--- config.mk ---
export PLATFORM = sky130hd
export DESIGN_NAME = fpu_round_pack
export DESIGN_NICKNAME = d
export VERILOG_FILES = /design/src/rtl/fpu_round_pack.sv
export SDC_FILE = /design/constraint.sdc
export NUM_CORES = 1
export LEC_CHECK = 0
export CAP_MARGIN = 10
export CORE_MARGIN = 5
export CORE_UTILIZATION = 48
export DETAILED_ROUTE_END_ITERATION = 10
export GPL_TIMING_DRIVEN = 0
export PLACE_DENSITY = 0.77
export SYNTH_ARGS = -nofsm -noshare
export SYNTH_HDL_FRONTEND = slang
export SYNTH_SLANG_ARGS = --single-unit
--- constraint.sdc ---
create_clock -name clk -period 2.9 [get_ports clk]
set_input_delay 0.58 -clock clk [delete_from_list [all_inputs] [get_ports clk]]
set_output_delay 0.58 -clock clk [all_outputs]
set_load 0.05 [all_outputs]
--- src/rtl/fpu_round_pack.sv ---
// Round-and-pack back end for the FPU: pre-normalize by one bit, round (RN/RZ),
// post-normalize and pack an IEEE single through a two-stage valid/ready pipe.
module fpu_round_pack #(
   parameter int EXP_W   = 10,
   parameter int FRAC_W  = 23,
   parameter int EXP_MAX = 255
) (
   input  logic                    clk,
   input  logic                    rstn,
   input  logic                    flush,
   input  logic                    in_valid,
   output logic                    in_ready,
   input  logic                    in_sign,
   input  logic signed [EXP_W-1:0] in_exp,
   input  logic [27:0]             in_mant,
   input  logic                    in_rm,
   output logic                    out_valid,
   input  logic                    out_ready,
   output logic [31:0]             out_data,
   output logic                    out_inexact,
   output logic                    out_overflow,
   output logic                    out_underflow
);

   generate
      if (FRAC_W != 23) begin : g_bad_frac_w
         $error("fpu_round_pack supports FRAC_W = 23 only");
      end
   endgenerate

   localparam logic signed [EXP_W-1:0] EXP_TOP = EXP_W'(EXP_MAX);

   logic                    s1_valid, s2_valid;
   logic                    s1_adv, s2_adv;

   logic                    s1_sign, s1_zero, s1_rm, s1_round_up, s1_inexact;
   logic signed [EXP_W-1:0] s1_exp;
   logic [23:0]             s1_m24;

   logic [31:0]             s2_data;
   logic                    s2_inexact, s2_overflow, s2_underflow;

   assign s2_adv   = !s2_valid || out_ready;
   assign s1_adv   = s2_adv || !s1_valid;
   assign in_ready = s1_adv;

   // Stage 1: pre-normalize, keeping the shifted-out bit in sticky.
   logic [27:0]             mant_n;
   logic signed [EXP_W-1:0] exp_n;
   logic                    lsb, guard, sticky, round_up_d;

   always_comb begin
      mant_n = in_mant;
      exp_n  = in_exp;
      if (in_mant[27]) begin
         mant_n = {1'b0, in_mant[27:2], in_mant[1] | in_mant[0]};
         exp_n  = in_exp + EXP_W'(1);
      end
   end

   assign lsb        = mant_n[3];
   assign guard      = mant_n[2];
   assign sticky     = mant_n[1] | mant_n[0];
   assign round_up_d = !in_rm && guard && (sticky || lsb);

   // Stage 2 datapath from the stage-1 registers.
   logic [24:0]             m25;
   logic signed [EXP_W-1:0] exp_f;
   logic [22:0]             frac_f;
   logic [31:0]             data_d;
   logic                    inexact_d, overflow_d, underflow_d;
   logic                    unused_bits;

   assign m25         = {1'b0, s1_m24} + 25'(s1_round_up);
   assign exp_f       = m25[24] ? s1_exp + EXP_W'(1) : s1_exp;
   assign frac_f      = m25[22:0];
   assign unused_bits = m25[23] ^ mant_n[27];

   always_comb begin
      data_d      = {s1_sign, exp_f[7:0], frac_f};
      inexact_d   = s1_inexact;
      overflow_d  = 1'b0;
      underflow_d = 1'b0;
      if (s1_zero) begin
         data_d    = {s1_sign, 31'd0};
         inexact_d = 1'b0;
      end else if (exp_f >= EXP_TOP) begin
         overflow_d = 1'b1;
         inexact_d  = 1'b1;
         data_d     = s1_rm ? {s1_sign, 31'h7F7FFFFF} : {s1_sign, 31'h7F800000};
      end else if (exp_f <= $signed(EXP_W'(0))) begin
         underflow_d = 1'b1;
         inexact_d   = 1'b1;
         data_d      = {s1_sign, 31'd0};
      end
   end

   always_ff @(posedge clk) begin
      if (!rstn) begin
         s1_valid <= 1'b0;
         s2_valid <= 1'b0;
      end else if (flush) begin
         s1_valid <= 1'b0;
         s2_valid <= 1'b0;
      end else begin
         if (s1_adv) s1_valid <= in_valid;
         if (s2_adv) s2_valid <= s1_valid;
      end
   end

   // Payload registers carry no reset; the outputs are gated by valid instead.
   always_ff @(posedge clk) begin
      if (s1_adv && in_valid) begin
         s1_sign     <= in_sign;
         s1_zero     <= (in_mant == 28'd0);
         s1_rm       <= in_rm;
         s1_exp      <= exp_n;
         s1_m24      <= mant_n[26:3];
         s1_round_up <= round_up_d;
         s1_inexact  <= guard | sticky;
      end
      if (s2_adv && s1_valid) begin
         s2_data      <= data_d;
         s2_inexact   <= inexact_d;
         s2_overflow  <= overflow_d;
         s2_underflow <= underflow_d;
      end
   end

   assign out_valid     = s2_valid;
   assign out_data      = s2_valid ? s2_data : 32'd0;
   assign out_inexact   = s2_valid && s2_inexact;
   assign out_overflow  = s2_valid && s2_overflow;
   assign out_underflow = s2_valid && s2_underflow;

endmodule

== Word level (Yosys, flattened, before mapping) ==
Index checks and enable logic that the tools add are counted.
Storage, ports and cells
  bits in registers: 76
  output and inout port bits: 37
Cells by class
  $add $sub $neg: 3
  magnitude comparators: 2
  mux-type cells: 11
  bitwise gates (word level): 4
  reduce and logical (&&, ||, !) cells: 16
Operator list (count)
  two-way mux 31 bit: 2
  two-way mux 32 bit: 1
  zero test 28 bit: 1
  two-way mux 26 bit: 1
  adder 24 x 1 -> 25 bit: 1
  two-way mux 24 bit: 1
  adder 10 x 2 -> 10 bit (second input constant): 2
  two-way mux 10 bit: 2
  greater-or-equal comparator 10 x 9 -> 1 bit (second input constant): 1
  less-or-equal comparator 10 x 1 -> 1 bit (second input constant): 1
  logical AND 1 bit: 7
  two-way mux 1 bit: 4
  OR reduction 2 bit: 2
  zero test 1 bit: 3
  logical OR 1 bit: 3
  bitwise OR 1 bit: 3
  inverter 1 bit: 1

== Depth between registers and ports, before layout ==
Gate-level depths: netlist of run 1.
  word-level depth: 5
  mapped depth: 12
  mapped depth without buffers: 9

== Worst setup path before layout of run 1 ==
No wires, ideal clock.
  path type: register to register
  start: reg s1_round_up
  end: reg s2_data[10], data pin
  setup time: 0.256 ns
  arrival time: 2.657 ns
  path slack: -0.013 ns
  cell stages (with the launch flop): 13
  buffers on the path: 3
  cells stage by stage: edfxtp_1 -> ha_1 -> ha_1 -> nand2_1 -> or4_4 -> buf_6 -> a2111oi_4 -> a21oi_1 -> o41a_1 -> buf_6 -> o211ai_4 -> buf_8 -> o21ai_2
On the way
  word-level cells in the longest chain between the ends: 5
  elaborated cells on any way between the ends: 6
  classes of those cells: add/sub: 1; order compare: 2; mux: 3
RTL lines
  start, declared: RTL line 36  | logic s1_sign, s1_zero, s1_rm, s1_round_up, s1_inexact;
  start signal, assigned: RTL line 119  | s1_round_up <= round_up_d;
  adder 24 x 1 -> 25 bit (*): RTL line 74  | assign m25 = {1'b0, s1_m24} + 25'(s1_round_up);
  two-way mux 10 bit: RTL line 75  | assign exp_f = m25[24] ? s1_exp + EXP_W'(1) : s1_exp;
  less-or-equal comparator 10 x 1 -> 1 bit: RTL line 91  | end else if (exp_f <= $signed(EXP_W'(0))) begin
  two-way mux 31 bit: RTL line 91
  two-way mux 31 bit (*): RTL line 87  | end else if (exp_f >= EXP_TOP) begin
  end signal, assigned: RTL line 123  | s2_data <= data_d;
  end, declared: RTL line 40  | logic [31:0] s2_data;
Every way passes the cells marked *; elsewhere a longest branch is shown, timed or not.
A chain may end at the register's enable or synchronous reset.

== Final worst setup path of run 1 ==
  start: reg s1_m24[19]
  end: reg s2_data[11], data pin
On the way
  word-level cells in the longest chain between the ends: 5
  elaborated cells on any way between the ends: 6
  classes of those cells: add/sub: 1; order compare: 2; mux: 3
RTL lines
  start, declared: RTL line 38  | logic [23:0] s1_m24;
  start signal, assigned: RTL line 118  | s1_m24 <= mant_n[26:3];
  adder 24 x 1 -> 25 bit (*): RTL line 74
  two-way mux 10 bit (*): RTL line 75
  less-or-equal comparator 10 x 1 -> 1 bit: RTL line 91
  two-way mux 31 bit: RTL line 91
  two-way mux 31 bit (*): RTL line 87
Marks and branches as above.

==> results_dict.tcl, run 1 <==
set metrics [dict create \
    syn_area_sq_mm 0.00441 \
    hold_path_depth 0 \
    maxCapViolations 0 \
    setup_viol 7 \
    numCtsBuffers 9 \
    cts-root-buf "clkbuf_8" \
    rrSetupSlack_ns -0.02 \
    rsz0062_at_grt "yes" \
    synth_ff_type "edfxtp_1" \
    nNetsFinal 537 \
    slew_violations 0 \
    final_cell_mix "clkdlybuf4s50_1 (81), edfxtp_1 (74), and2_1 (37)" \
    hold_class "flop to flop" \
    synth_xor_area_frac 0.0774 \
    worst_ep_required_time_ns 3.00 \
    yosys.area_share.adder 0.0113 \
    status "complete, but fails checks" \
    irDropWorstVdd_mv 0.294 \
    ioPinCount 82 \
    yosysUniqueCellTypes 52 \
    synth_mux_area_frac 0.0680 \
    hold_viol_final 0 \
    fin_crit_sh 1.01 \
    clk_path_buf_depth 2 \
    p_leak_nw 2.07 \
    start_util 0.484 \
    worst-endpoint-arrival_ns 3.02 \
    skew_ns 0.0133 \
    antenna_left 0 \
    h-tree-depth 3 \
    clock-sinks 76 \
    synth_edf_count 74 \
    viasPerCell 5.32 \
    ys_async_sr_fraction 0 \
    path_buf_inv 4 \
    seq_area_frac_synth 0.513 \
    dpl_worst_slack_ns -0.223 \
    largest_register "s2_data" \
    worst-r2r-cell-count 11 \
    syn_nets 423 \
    drt_wl_total_mm 9.21 \
    crit_family "simple AND/OR/NAND/NOR gates" \
    core-area_sq_mm 0.00911 \
    vias 3216 \
    cp_slowest_cell "or4_4" \
    reg2reg_to "s2_data[11]" \
    dp_hpwl_mm 6.69 \
    holdBufCountCts 0 \
    largest_reg_flops 32 \
    min_period_ns 2.92 \
    grt_pass1_vias 2939 \
    grt_pass1_wl_mm 14.4 \
    drcViolationCount 0 \
    hold_start "s1_sign" \
    fmax_ghz 0.342 \
    die_x_um 106 \
    reg_top3 "s2_data: 32 flops, s1_m24: 24 flops, s1_exp: 10 flops" \
    drive_gt1_frac 0.237 \
    worst_path_largest_cell_delay_ns 0.60 \
    synth_top_area_cell "edfxtp_1" \
    clock_latency_ns 0.35 \
    firstDrtPassIters 4 \
    antenna_found_initial 0 \
    startpoint_type "flop" \
    cp.depth 11 \
    syn_inst 374 \
    io_buffers 81 \
    synth_compound_area_frac 0.0913 \
    synth_area_per_cell_sq_um 11.8 \
    synth_area_leaders "edfxtp_1 (50%), mux2_2 (6.1%), and2_1 (5.4%), xnor2_1 (4.4%), o21ai_2 (4.0%)" \
    worstHoldEndpoint "s2_data[31]" \
    crit_type "flop to flop" \
    violations "negative setup slack" \
    synth_top_family_by_area "simple AND/OR/NAND/NOR gates" \
    finalWeightedCongestion 0.870 \
    syn2layout_area_growth_pct 34.3 \
    drt_iter0_drc 176 \
    path_common_cell "buf_6" \
    grt_start_max_net_pins 40 \
    max_slew.worst_pin.slew_ns 0.918 \
    grtUsageTotal 0.162 \
    die_y_um 106 \
    grt_overflow 0 \
    worst_slack_ns -0.0227 \
    crit_path_max_fanout 5 \
    clk_pin_slew_ns 0.08 \
    final_common_cell "clkdlybuf4s50_1" \
    yosysWarnings 0 \
    diodes 0 \
    endpoint_kind "flop" \
    power_density_mw_per_mm2 440 \
    r2r-start "s1_m24[19]" \
    slew_headroom 0.387 \
    wl_per_cell_um 15.2 \
    synth.top_cell.area_share 0.504 \
    p_total_mw 2.61 \
    die_area_sq_mm 0.0112 \
    cp_cell_sequence "nand4_2 -> buf_4 -> or4_4 -> nor3_4 -> xnor2_2 -> o41a_1 -> buf_6 -> o211ai_4 -> buf_6 -> buf_8 -> o21ai_2" \
    rows 35 \
    synth-simple-area-share 0.206 \
    hold_slack_ns 0.440 \
    cts_tree "built" \
    ys_ff_latch 76 \
]
what timing repair did:
item	4_1_cts	5_1_grt
setup buffers	16	6
setup endpoints to repair	26	24
pin swaps	26	11
resized for setup	25	10
gates cloned	2	0
kinds of logic (layout without fill, tap and decap cells):
logic type,Yosys count,count (layout)
adders and majority gates,4,4
buffers and inverters,23,142
xor gates and xnor gates,39,39
DFF,76,76
muxes,27,27
AOI/OAI and AO/OA,48,48
and+or+nand+nor,157,157
area by class of cell:
class | count | area (sq um)
buffer | 18 | 134
clock buffer | 9 | 124
clock inverter | 7 | 115
fill | 691 | 3180
inverter | 5 | 18.8
multi-input combinational | 275 | 2140
sequential | 76 | 2260
tap | 111 | 139
timing repair buffer | 103 | 995
worst max path at each step:
stage / end / slack [ns] / start
4_1_cts: s2_data[14] / -0.05 / s1_m24[0]
3_3_place_gp: s2_data[18] / -0.71 / out_ready
3_5_place_dp: s2_data[10] / -0.22 / s1_round_up
5_1_grt: s2_data[14] / -0.08 / s1_round_up
6_report: s2_data[11] / -0.02 / s1_m24[19]
2_1_floorplan: s2_data[10] / 0.004 / s1_round_up
stage by stage:
step / utilization / area [sq um] / cells / setup TNS (ns)
4_1_cts: 0.646 / 5880 / 600 / -0.681
3_5_place_dp: 0.590 / 5370 / 566 / -4.19
5_1_grt: 0.651 / 5930 / 604 / -0.758
2_1_floorplan: - / 4420 / 374 / 0
3_3_place_gp: 0.589 / 5370 / 566 / -28.06
6_report: 0.651 / 5930 / 604 / -0.101
metal layers:
layer  vias to the layer above  track usage  routed length [um]
li1                       1606            -                   -
met1                      1500        0.212                4000
met2                       100        0.267                4590
met3                        10       0.0355                 500
met4                         0       0.0527                 117
met5                         -            0                   0
cell usage after synthesis (all sizes together), types with 5 or more instances:
cell type,count
nor2,18
nor3,9
and2,38
inv,5
nor4,6
nand2,23
clkbuf,7
a21oi,10
xnor2,22
nand4,13
edfxtp,74
xor2,17
nand3,14
or4,5
mux2,24
buf,11
and3,9
o21ai,24
nand2b,5
power by group:
group | internal [mW] | switching (mW) | leakage, nW
clock network | 0.568 | 0.372 | 0.117
logic | 0.183 | 0.176 | 1.21
registers | 1.27 | 0.0411 | 0.744
total | 2.02 | 0.589 | 2.07
No activity file was read; power rests on OpenSTA's default activity.
==> run 2: changes to the inputs <==
SKIP_LAST_GASP = 1   (was not set)
SLEW_MARGIN = 20   (was not set)
==> results_dict.tcl, run 2 (same netlist as run 1, synthesis figures left out) <==
set metrics [dict create \
    status "completed" \
    final_common_cell "clkdlybuf4s50_1" \
    min_period_ns 2.90 \
    skew_ns 0.0117 \
    final_cell_mix "clkdlybuf4s50_1 (81), edfxtp_1 (74), and2_1 (37)" \
    placed_area_sq_mm 0.00541 \
    vias 3209 \
    rsz0062_at_grt "yes" \
    diodes 0 \
    hold_path_depth 0 \
    clk_pin_slew_ns 0.08 \
    finalWeightedCongestion 0.870 \
    die_y_um 106 \
    crit_path_max_fanout 5 \
    grt_overflow 0 \
    hold_viol_final 0 \
    slew_headroom 0.646 \
    nNetsFinal 547 \
    firstDrtPassIters 4 \
    drt_iter0_drc 279 \
    setup_viol 0 \
    grt_start_max_net_pins 31 \
    wl_per_cell_um 15.2 \
    maxCapViolations 0 \
    crit_type "flop to flop" \
    drt_wl_total_mm 9.33 \
    clk_path_buf_depth 2 \
    fin_util 0.666 \
    design_area_sq_mm 0.00606 \
    irDropWorstVdd_mv 0.185 \
    fmax_ghz 0.345 \
    power_density_mw_per_mm2 419 \
    ioPinCount 82 \
    die_area_sq_mm 0.0112 \
    syn2layout_area_growth_pct 37.4 \
    place_inst 568 \
    final_cells 614 \
    p_leak_nw 2.14 \
    drcViolationCount 0 \
    cp_slowest_cell "or4_4" \
    viasPerCell 5.23 \
    reg_top3 "s2_data: 32 flops, s1_m24: 24 flops, s1_exp: 10 flops" \
    slew_violations 0 \
    worst_path_largest_cell_delay_ns 0.47 \
    endpoint_kind "flop" \
    r2r-start "s1_round_up" \
    largest_register "s2_data" \
    fin_crit_sh 0.998 \
    worst_ep_required_time_ns 2.99 \
    drive_gt1_frac 0.254 \
    antenna_left 0 \
    antenna_found_initial 0 \
    crit_start "s1_round_up" \
    hold_slack_ns 0.460 \
    cts-root-buf "clkbuf_8" \
    hold_start "s1_sign" \
    cp_cell_sequence "ha_4 -> ha_4 -> nand2_2 -> or4_4 -> buf_8 -> a2111oi_4 -> a21oi_1 -> o41a_1 -> buf_6 -> o211ai_4 -> buf_6 -> buf_8 -> o21ai_4" \
    die_x_um 106 \
    dp_hpwl_mm 6.76 \
    grtUsageTotal 0.160 \
    startpoint_type "flop" \
    start_util 0.484 \
    worst-r2r-cell-count 13 \
    clock_latency_ns 0.34 \
    hold_class "flop to flop" \
    grt_pass1_wl_mm 14.4 \
    numCtsBuffers 9 \
    holdBufCountCts 0 \
    io_buffers 81 \
    core-area_sq_mm 0.00911 \
    max_slew.worst_pin.slew_ns 0.531 \
    cts_tree "built" \
    worst-endpoint-arrival_ns 2.99 \
    grt_pass1_vias 2988 \
    h-tree-depth 3 \
    rows 35 \
    largest_reg_flops 32 \
    clock-sinks 76 \
]
==> run 2: final timing paths <==
path / slack, ns / endpoint
worst max register to register: 0.005 / s2_data[10]
worst min-delay path: 0.46 / s2_data[31]
worst min register to register: 0.46 / s2_data[31]
worst max-delay path: 0.005 / s2_data[10]
==> run 2: where the power goes <==
group / switching [mW] / internal, mW
Clock: 0.371 / 0.484
Sequential: 0.0408 / 1.27
Combinational: 0.180 / 0.200
==> run 2: cell type report <==
| cell class | count | area, sq um |
|---|---|---|
| buffer | 16 | 106 |
| clock buffer | 10 | 128 |
| clock inverter | 6 | 88.8 |
| fill | 674 | 3050 |
| inverter | 5 | 18.8 |
| multi-input combinational | 275 | 2160 |
| sequential | 76 | 2260 |
| tap | 111 | 139 |
| timing repair buffer | 115 | 1150 |
==> run 2: through the flow <==
step / setup WS (ns) / power, mW / setup TNS [ns]
3_5_place_dp: -0.219 / 1.65 / -4.01
5_1_grt: -0.0849 / 2.64 / -1.09
4_1_cts: -0.00143 / 2.53 / -0.00143
6_report: 0.00482 / 2.54 / 0
2_1_floorplan: 0.00428 / 1.52 / 0
3_3_place_gp: -0.709 / 1.64 / -28.06
==> run 2: per-layer routing <==
metal / vias up / GRT usage / routed length, um
li1: 1630 / - / -
met1: 1471 / 0.211 / 4080
met2: 98 / 0.259 / 4570
met3: 10 / 0.0343 / 538
met4: 0 / 0.0629 / 140
met5: - / 0 / 0
==> run 2: repair_timing <==
| item | in CTS | in global routing |
|---|---|---|
| setup buffers | 18 | 12 |
| hold endpoints to repair | 0 | 0 |
| gates resized for setup | 20 | 16 |
| setup endpoints to repair | 24 | 24 |
| gates cloned | 2 | 0 |
| pin swaps | 15 | 17 |
==> run 2: critical path: cells and delay by family, from the launching register on <==
kind	cells	cell delay, ns
buffers and inverters	4	0.58
adders and majority gates	2	0.29
AOI/OAI and AO/OA	5	0.87
and+or+nand+nor	2	0.52
DFF	1	0.38
==> run 3: changes to the inputs <==
CAP_MARGIN = 20   (was 10)
TNS_END_PERCENT = 50   (was not set)
==> results_dict.tcl, run 3 (same netlist as run 1, synthesis figures left out) <==
set metrics [dict create \
    status "completed" \
    max_slew.worst_pin.slew_ns 0.530 \
    syn2layout_area_growth_pct 37.1 \
    hold_viol_final 0 \
    wl_per_cell_um 15.2 \
    worst-endpoint-arrival_ns 2.97 \
    hold_start "s1_sign" \
    vias 3189 \
    fmax_ghz 0.347 \
    grt_overflow 0 \
    io_buffers 81 \
    p_total_mw 2.54 \
    largest_reg_flops 32 \
    grt_pass1_wl_mm 14.4 \
    fin_crit_sh 0.993 \
    antenna_found_initial 0 \
    ioPinCount 82 \
    clk_pin_slew_ns 0.08 \
    rows 35 \
    drt_iter0_drc 218 \
    start_util 0.484 \
    hold_slack_ns 0.459 \
    rsz0062_at_grt "yes" \
    drcViolationCount 0 \
    grtUsageTotal 0.160 \
    endpoint "s2_data[10]" \
    maxCapViolations 0 \
    worst_ep_required_time_ns 2.99 \
    startpoint_type "flop" \
    slew_violations 0 \
    clock-sinks 76 \
    die_x_um 106 \
    reg_top3 "s2_data: 32 flops, s1_m24: 24 flops, s1_exp: 10 flops" \
    drt_wl_total_mm 9.30 \
    irDropWorstVdd_mv 0.185 \
    cts_tree "built" \
    die_y_um 106 \
    grt_start_max_net_pins 31 \
    worst-r2r-cell-count 13 \
    viasPerCell 5.20 \
    h-tree-depth 3 \
    nNetsFinal 546 \
    place_inst 568 \
    firstDrtPassIters 4 \
    drive_gt1_frac 0.251 \
    rrSetupSlack_ns 0.02 \
    finalWeightedCongestion 0.870 \
    min_period_ns 2.88 \
    crit_start "s1_round_up" \
    crit_type "flop to flop" \
    die_area_sq_mm 0.0112 \
    clk_path_buf_depth 2 \
    final_cell_mix "clkdlybuf4s50_1 (81), edfxtp_1 (74), and2_1 (37)" \
    hold_class "flop to flop" \
    cts-root-buf "clkbuf_8" \
    dp_hpwl_mm 6.76 \
    power_density_mw_per_mm2 420 \
    grt_pass1_vias 2988 \
    setup_viol 0 \
    worst_slack_ns 0.0196 \
    slew_headroom 0.647 \
    skew_ns 0.0119 \
    endpoint_kind "flop" \
    core-area_sq_mm 0.00911 \
    final_cells 613 \
    diodes 0 \
    r2r-start "s1_round_up" \
    dpl_worst_slack_ns -0.219 \
    placed_area_sq_mm 0.00541 \
    tns_ns 0 \
    clock_latency_ns 0.34 \
    final_common_cell "clkdlybuf4s50_1" \
    largest_register "s2_data" \
    crit_path_max_fanout 5 \
    hold_path_depth 0 \
    fin_util 0.664 \
    antenna_left 0 \
    reg2reg_to "s2_data[10]" \
    design_area_sq_mm 0.00605 \
    numCtsBuffers 9 \
    p_leak_nw 2.13 \
]
run 3: cell count changes in the layout (fill, tap and decap cells not counted):
cell,before,now
buf_4,26,25
a221oi_1,0,1
a221oi_2,1,0
run 3: worst min path at each step:
stage | to | slack, ns
finish | s2_data[31] | 0.46
global route | s2_data[31] | 0.48
global placement | s2_data[31] | 0.41
floorplan | s2_data[31] | 0.40
CTS | s2_data[31] | 0.47
detailed placement | s2_data[31] | 0.44
run 3: timing repair:
action                                  in CTS  in global routing
hold endpoints to repair                     0                  0
hold buffers                                 0                  0
pin swaps                                   15                 15
cloned                                       2                  0
gates resized for setup                     20                 15
buffers inserted                            18                 11
endpoints found under the setup margin      24                 24
run 3: final cells by class:
cell class | instances | area [sq um]
Buffer | 16 | 106
Sequential cell | 76 | 2260
Timing Repair Buffer | 114 | 1150
Tap cell | 111 | 139
Clock buffer | 10 | 128
Multi-Input combinational cell | 275 | 2160
Inverter | 5 | 18.8
Clock inverter | 6 | 88.8
Fill cell | 676 | 3060
run 3: report_power, final:
group / leakage [nW] / internal (mW) / switching (mW)
clock: 0.102 / 0.484 / 0.369
combinational: 1.29 / 0.198 / 0.179
sequential: 0.744 / 1.27 / 0.0407
run 3: per-layer routing:
metal | up-vias | part of all wire | wire (um) | GRT usage
met2 | 86 | 0.49 | 4570 | 0.259
met3 | 10 | 0.052 | 488 | 0.0343
met5 | - | 0 | 0 | 0
met1 | 1467 | 0.44 | 4100 | 0.211
met4 | 0 | 0.015 | 140 | 0.0629
li1 | 1626 | - | - | -
run 3: worst max-delay path, stage by stage (launching register included):
cell and delay, ns:
edfxtp_1 0.38, ha_4 0.16, ha_4 0.13, nand2_2 0.05
or4_4 0.47, buf_8 0.17, a2111oi_4 0.17, a21oi_1 0.08
o41a_1 0.43, buf_6 0.14, o211ai_4 0.12, buf_6 0.15
buf_8 0.12, o21ai_4 0.07
